`src/rtl/stack_arb_pkg.sv`:
```
// Shared encodings for the two-port stack arbiter: FSM states and op codes.
package stack_arb_pkg;

    localparam logic [1:0] ST_IDLE = 2'd0;
    localparam logic [1:0] ST_EXEC = 2'd1;
    localparam logic [1:0] ST_ACK  = 2'd2;

    localparam logic OP_PUSH = 1'b1;
    localparam logic OP_POP  = 1'b0;

endpackage

```
`src/rtl/stack_arbiter_rr_arb2.sv`:
```
// Two-input round-robin picker, purely combinational; the caller owns the last-served register.
module rr_arb2 (
    input  logic req0,
    input  logic req1,
    input  logic last,
    output logic gnt_id,
    output logic gnt_valid
);

    // On a tie the port that was not served last wins; otherwise the sole requester.
    assign gnt_id    = (req0 && req1) ? ~last : req1;
    assign gnt_valid = req0 | req1;

endmodule

```
`src/rtl/stack_arbiter.sv`:
```
// Shares one LIFO between two requesters: IDLE -> EXEC (one strobe) -> ACK, illegal ops get an error ack.
// Optional rejected-op counter on err_cnt when STACK_ARB_STATS_EN is defined.
module stack_arbiter
    import stack_arb_pkg::*;
#(
    parameter int WIDTH      = 2,
    parameter int ADDR_WIDTH = 2,
    parameter int CNT_WIDTH  = 8
) (
    input  logic                 clk,
    input  logic                 reset_n,
    input  logic                 req0,
    input  logic                 req1,
    input  logic                 op0,
    input  logic                 op1,
    input  logic [WIDTH-1:0]     wdata0,
    input  logic [WIDTH-1:0]     wdata1,
    output logic                 ack0,
    output logic                 ack1,
    output logic                 err,
    output logic [WIDTH-1:0]     rdata,
    output logic                 busy,
    output logic                 stk_push,
    output logic                 stk_pop,
    output logic [WIDTH-1:0]     stk_wdata,
    input  logic [WIDTH-1:0]     stk_rdata,
    input  logic                 stk_full,
    input  logic                 stk_empty
`ifdef STACK_ARB_STATS_EN
    ,
    output logic [CNT_WIDTH-1:0] err_cnt
`endif
);

    logic [1:0]       r_state;
    logic             r_gid;
    logic             r_op;
    logic [WIDTH-1:0] r_wdata;
    logic             r_last;
    logic             r_err;
    logic [WIDTH-1:0] r_rdata;

    logic             w_gnt_id;
    logic             w_gnt_vld;
    logic             w_in_exec;
    logic             w_illegal;

    rr_arb2 u_rr (
        .req0      (req0),
        .req1      (req1),
        .last      (r_last),
        .gnt_id    (w_gnt_id),
        .gnt_valid (w_gnt_vld)
    );

    assign w_in_exec = (r_state == ST_EXEC);
    assign w_illegal = (r_op == OP_PUSH) ? stk_full : stk_empty;

    // Strobes are decoded from state so an async reset kills them within the same cycle.
    assign stk_push  = w_in_exec && !w_illegal && (r_op == OP_PUSH);
    assign stk_pop   = w_in_exec && !w_illegal && (r_op == OP_POP);
    assign stk_wdata = r_wdata;

    assign ack0  = (r_state == ST_ACK) && !r_gid;
    assign ack1  = (r_state == ST_ACK) &&  r_gid;
    assign err   = r_err;
    assign rdata = r_rdata;
    assign busy  = (r_state != ST_IDLE);

    always_ff @(posedge clk or negedge reset_n) begin
        if (!reset_n) begin
            r_state <= ST_IDLE;
            r_gid   <= 1'b0;
            r_op    <= OP_POP;
            r_wdata <= '0;
            r_last  <= 1'b1;
            r_err   <= 1'b0;
            r_rdata <= '0;
        end else begin
            case (r_state)
                ST_IDLE: begin
                    if (w_gnt_vld) begin
                        r_gid   <= w_gnt_id;
                        r_op    <= w_gnt_id ? op1 : op0;
                        r_wdata <= w_gnt_id ? wdata1 : wdata0;
                        r_state <= ST_EXEC;
                    end
                end
                ST_EXEC: begin
                    r_err   <= w_illegal;
                    // Top-of-stack is captured before the pop strobe takes effect.
                    r_rdata <= (!w_illegal && (r_op == OP_POP)) ? stk_rdata : '0;
                    r_last  <= r_gid;
                    r_state <= ST_ACK;
                end
                ST_ACK: begin
                    r_state <= ST_IDLE;
                end
                default: begin
                    r_state <= ST_IDLE;
                end
            endcase
        end
    end

`ifdef STACK_ARB_STATS_EN
    logic [CNT_WIDTH-1:0] r_err_cnt;

    always_ff @(posedge clk or negedge reset_n) begin
        if (!reset_n) begin
            r_err_cnt <= '0;
        end else if (w_in_exec && w_illegal && (r_err_cnt != {CNT_WIDTH{1'b1}})) begin
            r_err_cnt <= r_err_cnt + 1'b1;
        end
    end

    assign err_cnt = r_err_cnt;
`endif

endmodule

```
`config.mk`:
```
export PLATFORM = sky130hd
export DESIGN_NAME = stack_arbiter
export DESIGN_NICKNAME = d
export VERILOG_FILES = /design/src/rtl/stack_arb_pkg.sv /design/src/rtl/stack_arbiter_rr_arb2.sv /design/src/rtl/stack_arbiter.sv
export SDC_FILE = /design/constraint.sdc
export NUM_CORES = 1
export LEC_CHECK = 0
export ABC_AREA = 1
export CAP_MARGIN = 20
export CORE_MARGIN = 2
export CORE_UTILIZATION = 30
export DETAILED_ROUTE_END_ITERATION = 12
export GPL_TIMING_DRIVEN = 1
export PLACE_DENSITY = 0.64
export REMOVE_ABC_BUFFERS = 1
export SLEW_MARGIN = 25
export SYNTH_ARGS = -nofsm -noshare
export SYNTH_HDL_FRONTEND = slang
export SYNTH_SLANG_ARGS = --single-unit
```
`constraint.sdc`:
```
create_clock -name clk -period 1.1 [get_ports clk]
set_input_delay 0.22 -clock clk [delete_from_list [all_inputs] [get_ports clk]]
set_output_delay 0.22 -clock clk [all_outputs]
set_load 0.005 [all_outputs]
```
Word level (Yosys, flattened, before mapping)
Cells that the tools add are included.
{"block": "classes", "addsub": 0, "n_mul": 0, "div": 0, "magnitude_cmp": 0, "eq_ne": 3, "n_shift": 0, "muxes": 7, "bitwise_logic": 3, "reduce_logical": 12}
{"cell": "$logic_and A1 B1 Y1", "n": 7}
{"cell": "$mux W2", "n": 3}
{"cell": "$pmux W2 S2", "n": 1}
{"cell": "$mux W1", "n": 3}
{"cell": "$eq A2 B1 Y1 const B", "n": 1}
{"cell": "$eq A2 B2 Y1 const B", "n": 1}
{"cell": "$logic_not A1 Y1", "n": 2}
{"cell": "$logic_not A2 Y1", "n": 1}
{"cell": "$ne A2 B1 Y1 const B", "n": 1}
{"cell": "$not A1 Y1", "n": 2}
{"cell": "$reduce_and A2 Y1", "n": 1}
{"cell": "$reduce_bool A2 Y1", "n": 1}
{"cell": "$or A1 B1 Y1", "n": 1}
{"block": "totals", "ff_bits": 10, "latchBits": 0, "ramBits": 0, "mem_bits_ro": 0, "in_bits": 14, "output_inout_bits": 10, "word_cells": 32, "n_memories": 0}

Longest topological paths before layout
{"block": "logic_depth", "word_depth": 4, "ltp_mapped": 5, "ltp_nobuf": 5}

Cells and area by module
A second synthesis with hierarchy kept.
{"block": "hier_totals", "cells_unflattened": 67, "area_unflattened_um2": 493.0}
{"mod": "stack_arbiter", "n_inst": 1, "cells_per_inst": 64, "area_each_um2": 478.0, "seq_area_each_um2": 251.5}
{"mod": "rr_arb2", "n_inst": 1, "cells_per_inst": 3, "area_each_um2": 15.0, "seq_area_each_um2": 0.0}

Worst setup path before layout
Ideal clock, no wire load.
{"block": "synth_path", "path_kind": "reg-to-output", "start": "register r_state[0]", "end": "output stk_push", "t_arrival_ns": 0.756, "t_required_ns": 0.880, "path_slack_ns": 0.124, "path_stages_with_launch": 5, "path_cell_list": "dfrtp_1 inv_2 nor2_4 inv_2 nor3_2"}
{"block": "synth_via", "elab_chain_cells": 3}
{"element": "from (decl)", "line_no": "stack_arbiter.sv:35", "source": "logic [1:0] r_state;"}
{"element": "from (signal assigned)", "line_no": "stack_arbiter.sv:72", "source": "r_state <= ST_IDLE;"}
{"element": "from (signal assigned)", "line_no": "stack_arbiter.sv:86", "source": "r_state <= ST_EXEC;"}
{"element": "from (signal assigned)", "line_no": "stack_arbiter.sv:94", "source": "r_state <= ST_ACK;"}
{"element": "$eq A2 B1 Y1", "line_no": "stack_arbiter.sv:56", "source": "assign w_in_exec = (r_state == ST_EXEC);"}
{"element": "$logic_and A1 B1 Y1 (2 in a row)", "line_no": "stack_arbiter.sv:60", "source": "assign stk_push = w_in_exec && !w_illegal && (r_op == OP_PUSH);"}
{"element": "to (decl)", "line_no": "stack_arbiter.sv:23", "source": "output logic stk_push,"}
Every way passes these cells.

Worst setup path after layout
{"block": "layout_path", "start": "register r_state[0]", "end": "output ack0"}
{"block": "layout_via", "elab_chain_cells": 2}
{"element": "$eq A2 B2 Y1", "line_no": "stack_arbiter.sv:64", "source": "assign ack0 = (r_state == ST_ACK) && !r_gid;"}
{"element": "$logic_and A1 B1 Y1", "line_no": "stack_arbiter.sv:64"}
{"element": "to (decl)", "line_no": "stack_arbiter.sv:18", "source": "output logic ack0,"}
Every way passes these cells.

==> reports/metrics.csv <==
stage,metric,value,unit
outcome,status,"complete, but fails checks",
outcome,violations,setup timing,
timing,fin_crit,1450,ps
route,ant_nets,0,
floorplanning,dieArea,0.00205,mm2
synth,ys_seq_elements,10,
cells_and_area,fin_nets,128,
clock_tree,clk_pin_slew_worst_paths,70,ps
clock_tree,cts_buffers,3,
timing,fin_crit_sh,132,%
clock_tree,cts-root-buf,clkbuf_4,
synth,synth_fa_ha_area_share,0,%
timing,clock-skew-final,5.76,ps
min_path,hold_class,primary input to async pin,
floorplanning,rows,14,
route,drt_iter0_drc,1,
setup_path,critPathMaxFanout,3,
route,post_drt_wl_per_cell,11.2,um
synth,synthSimpleGateAreaFrac,36.7,%
synth,synth.avg_cell_area,7.75,um2
setup_path,endpoint_kind,output pin,
power_and_ir_drop,max-vdd-ir-drop,1.28,mV
timing,setup_violations,13,
floorplanning,start_util,32.8,%
synth,ys_warn_count,0,
timing,hold_viol,0,
setup_path,r2r_end,r_op$_DFFE_PN0P_,
global_route,grt_pass1_vias,598,
setup_path,path_delay_family,flip-flops,
timing,finalMaxSlewViolations,0,
floorplanning,die_h,45.3,um
floorplanning,pin_count,24,
global_route,grt.overflow.total,0,
cells_and_area,final_area,973,um2
cells_and_area,final_core_util,62.4,%
synth,synth_top_family_by_area,simple AND/OR/NAND/NOR gates,
route,drt_first_pass_iters,3,
synth,ys_seq_area_share,49.1,%
cells_and_area,antenna_cells,0,
power_and_ir_drop,powerDensity,2450,mW/mm2
clock_tree,cts_tree,done,
timing,finalWorstSetupSlack,-352,ps
cells_and_area,syn2layout_area_growth,90.2,%
setup_path,crit_path_start_kind,register,
placement,gp_congestion,0.715,
synth,synth_mux_area_share,0,%
setup_path,crit_chain,"buf_4, buf_6, nor3_2, buf_2",
global_route,grt_max_degree,11,
synth,synthesis.area,512,um2
cells_and_area,final_cell_count_no_fill,129,
clock_tree,clk_latency,270,ps
route,routed_wl,1440,um
setup_path,cp.buffers_inverters,3,
setup_path,reg2reg_depth,8,
timing,rsz0062_at_grt,yes,
route,drc,0,
clock_tree,postCtsHoldBufs,0,
synth,ys_types,16,
setup_path,crit_type,register to output pin,
timing,fmax,0.689,GHz
timing,whs,263,ps
synth,synth_compound_area_share,4.65,%
route,viasPerCell,4.48,
power_and_ir_drop,finalPower,2.38,mW
placement,place.detailed.hpwl,1020,um
timing,worstMarginPinSlew,164,ps
run,drv_cap,0,
cells_and_area,drive_gt1_share,49.6,%
global_route,antenna_found_initial,0,
setup_path,reg2reg_from,r_state[0]$_DFFE_PN0P_,
route,vias,578,
synth,synthCells,66,
setup_path,crit_slowest_cell,dfrtp_1,
global_route,grt.total_usage,17.6,%
setup_path,slowest_delay,410,ps
placement,portBuffers,23,
floorplanning,core_area,0.00156,mm2
synth,synth_xor_area_share,0,%
clock_tree,cts_max_path_buffers,2,
clock_tree,cts_htree_levels,1,
timing,relSlewSlack,89.1,%
setup_path,cp.arrival,1230,ps
setup_path,r2r_slack,-110,ps
placement,dpl_cell_area,852,um2
setup_path,required,880,ps
global_route,grt_pass1_wl,2550,um
floorplanning,die_w,45.3,um
power_and_ir_drop,leakagePower,0.525,nW
placement,place_inst,117,
clock_tree,cts_sinks,10,
==> how the worst max path moves through the flow <==
stage,cells past startpoint,endpoint,from
final,4,ack0,r_state[0]$_DFFE_PN0P_
after global routing,4,ack0,r_state[0]$_DFFE_PN0P_
after CTS,6,stk_push,r_state[0]$_DFFE_PN0P_
after detailed placement,3,stk_push,stk_full
after global placement,5,stk_pop,stk_empty
after floorplan,4,stk_push,r_state[0]$_DFFE_PN0P_
==> layout make-up <==
type,count,area (um2)
Timing Repair Buffer,43,349
Fill cell,161,586
Clock buffer,4,36.3
Multi-Input combinational cell,43,265
Inverter,13,51.3
Tap cell,16,20.0
Sequential cell,10,251
==> worst register-to-register path, stage by stage (launching register included) <==
cell     delay, ps
dfrtp_1        410
buf_6          140
inv_4           50
buf_4          100
nand2_2         50
buf_6          110
nor2_4         140
nand3_2        100
nand2_2         60
==> synth_stat cells <==
cell,n,area (um2)
o21ai_2,1,8.76
nand4_1,1,6.26
nand3_1,8,40.0
o21ai_0,2,10.0
dfstp_2,1,26.3
nor3_1,2,10.0
nor2_2,1,6.26
nor3_2,1,10.0
o21ai_1,1,5.00
dfrtp_1,9,225
nor2_4,2,22.5
inv_2,2,7.51
nor2_1,2,7.51
nand2_2,1,6.26
inv_1,11,41.3
nand2_1,21,78.8
==> through the flow <==
step	TNS (ps)	worst slack, ps
2_1_floorplan	0	124
3_3_place_gp	-2360	-449
3_5_place_dp	-2490	-456
4_1_cts	-1580	-293
5_1_grt	-2770	-424
6_report	-1850	-352
==> power breakdown <==
| group | leakage, nW | internal, mW | switching [mW] | total, mW |
|---|---|---|---|---|
| Clock | 0.0210 | 0.201 | 0.135 | 0.337 |
| Combinational | 0.381 | 0.761 | 0.639 | 1.40 |
| Sequential | 0.124 | 0.538 | 0.109 | 0.646 |
| Total | 0.525 | 1.50 | 0.883 | 2.38 |
==> metal layers <==
metal	GRT usage (%)	vias to the layer above	part of all wire [%]
met2	27.7	18	50
met3	2.40	2	4.7
met4	8.82	0	1.0
met1	23.5	262	44
met5	0	-	0
li1	-	296	-
==> state kept, by name, summed over array words and instances (netlist names) <==
| name | cells |
|---|---|
| err | 1 |
| r_gid | 1 |
| r_last | 1 |
| r_op | 1 |
| r_state | 2 |
| rdata | 2 |
| stk_wdata | 2 |
==> cell usage in the layout, fill, tap and decap left out <==
master           instances
buf_2                    5
buf_4                   15
buf_6                    5
clkbuf_2                 5
clkbuf_4                 3
clkbuf_8                 1
clkdlybuf4s50_1         13
dfrtp_1                  9
dfstp_2                  1
inv_1                   10
inv_2                    2
inv_4                    1
nand2_1                 14
nand2_2                  7
nand2_4                  1
nand3_1                  5
nand3_2                  3
nand4_1                  1
nor2_1                   2
nor2_2                   1
nor2_4                   2
nor3_2                   2
nor3_4                   1
o21ai_0                  2
o21ai_1                  1
o21ai_2                  1
==> logic make-up (layout without fill, tap and decap cells) <==
group           Yosys count  in the layout
simple gates             39             39
buf+inv                  13             60
flops                    10             10
compound gates            4              4
==> repair_timing <==
item / CTS / global route
resized for setup: 42 / 15
setup endpoints to repair: 13 / 18
pin swaps: 10 / 7
buffers inserted: 5 / 4
hold endpoints to repair: 0 / 0
(Power assumes the default switching activity.)
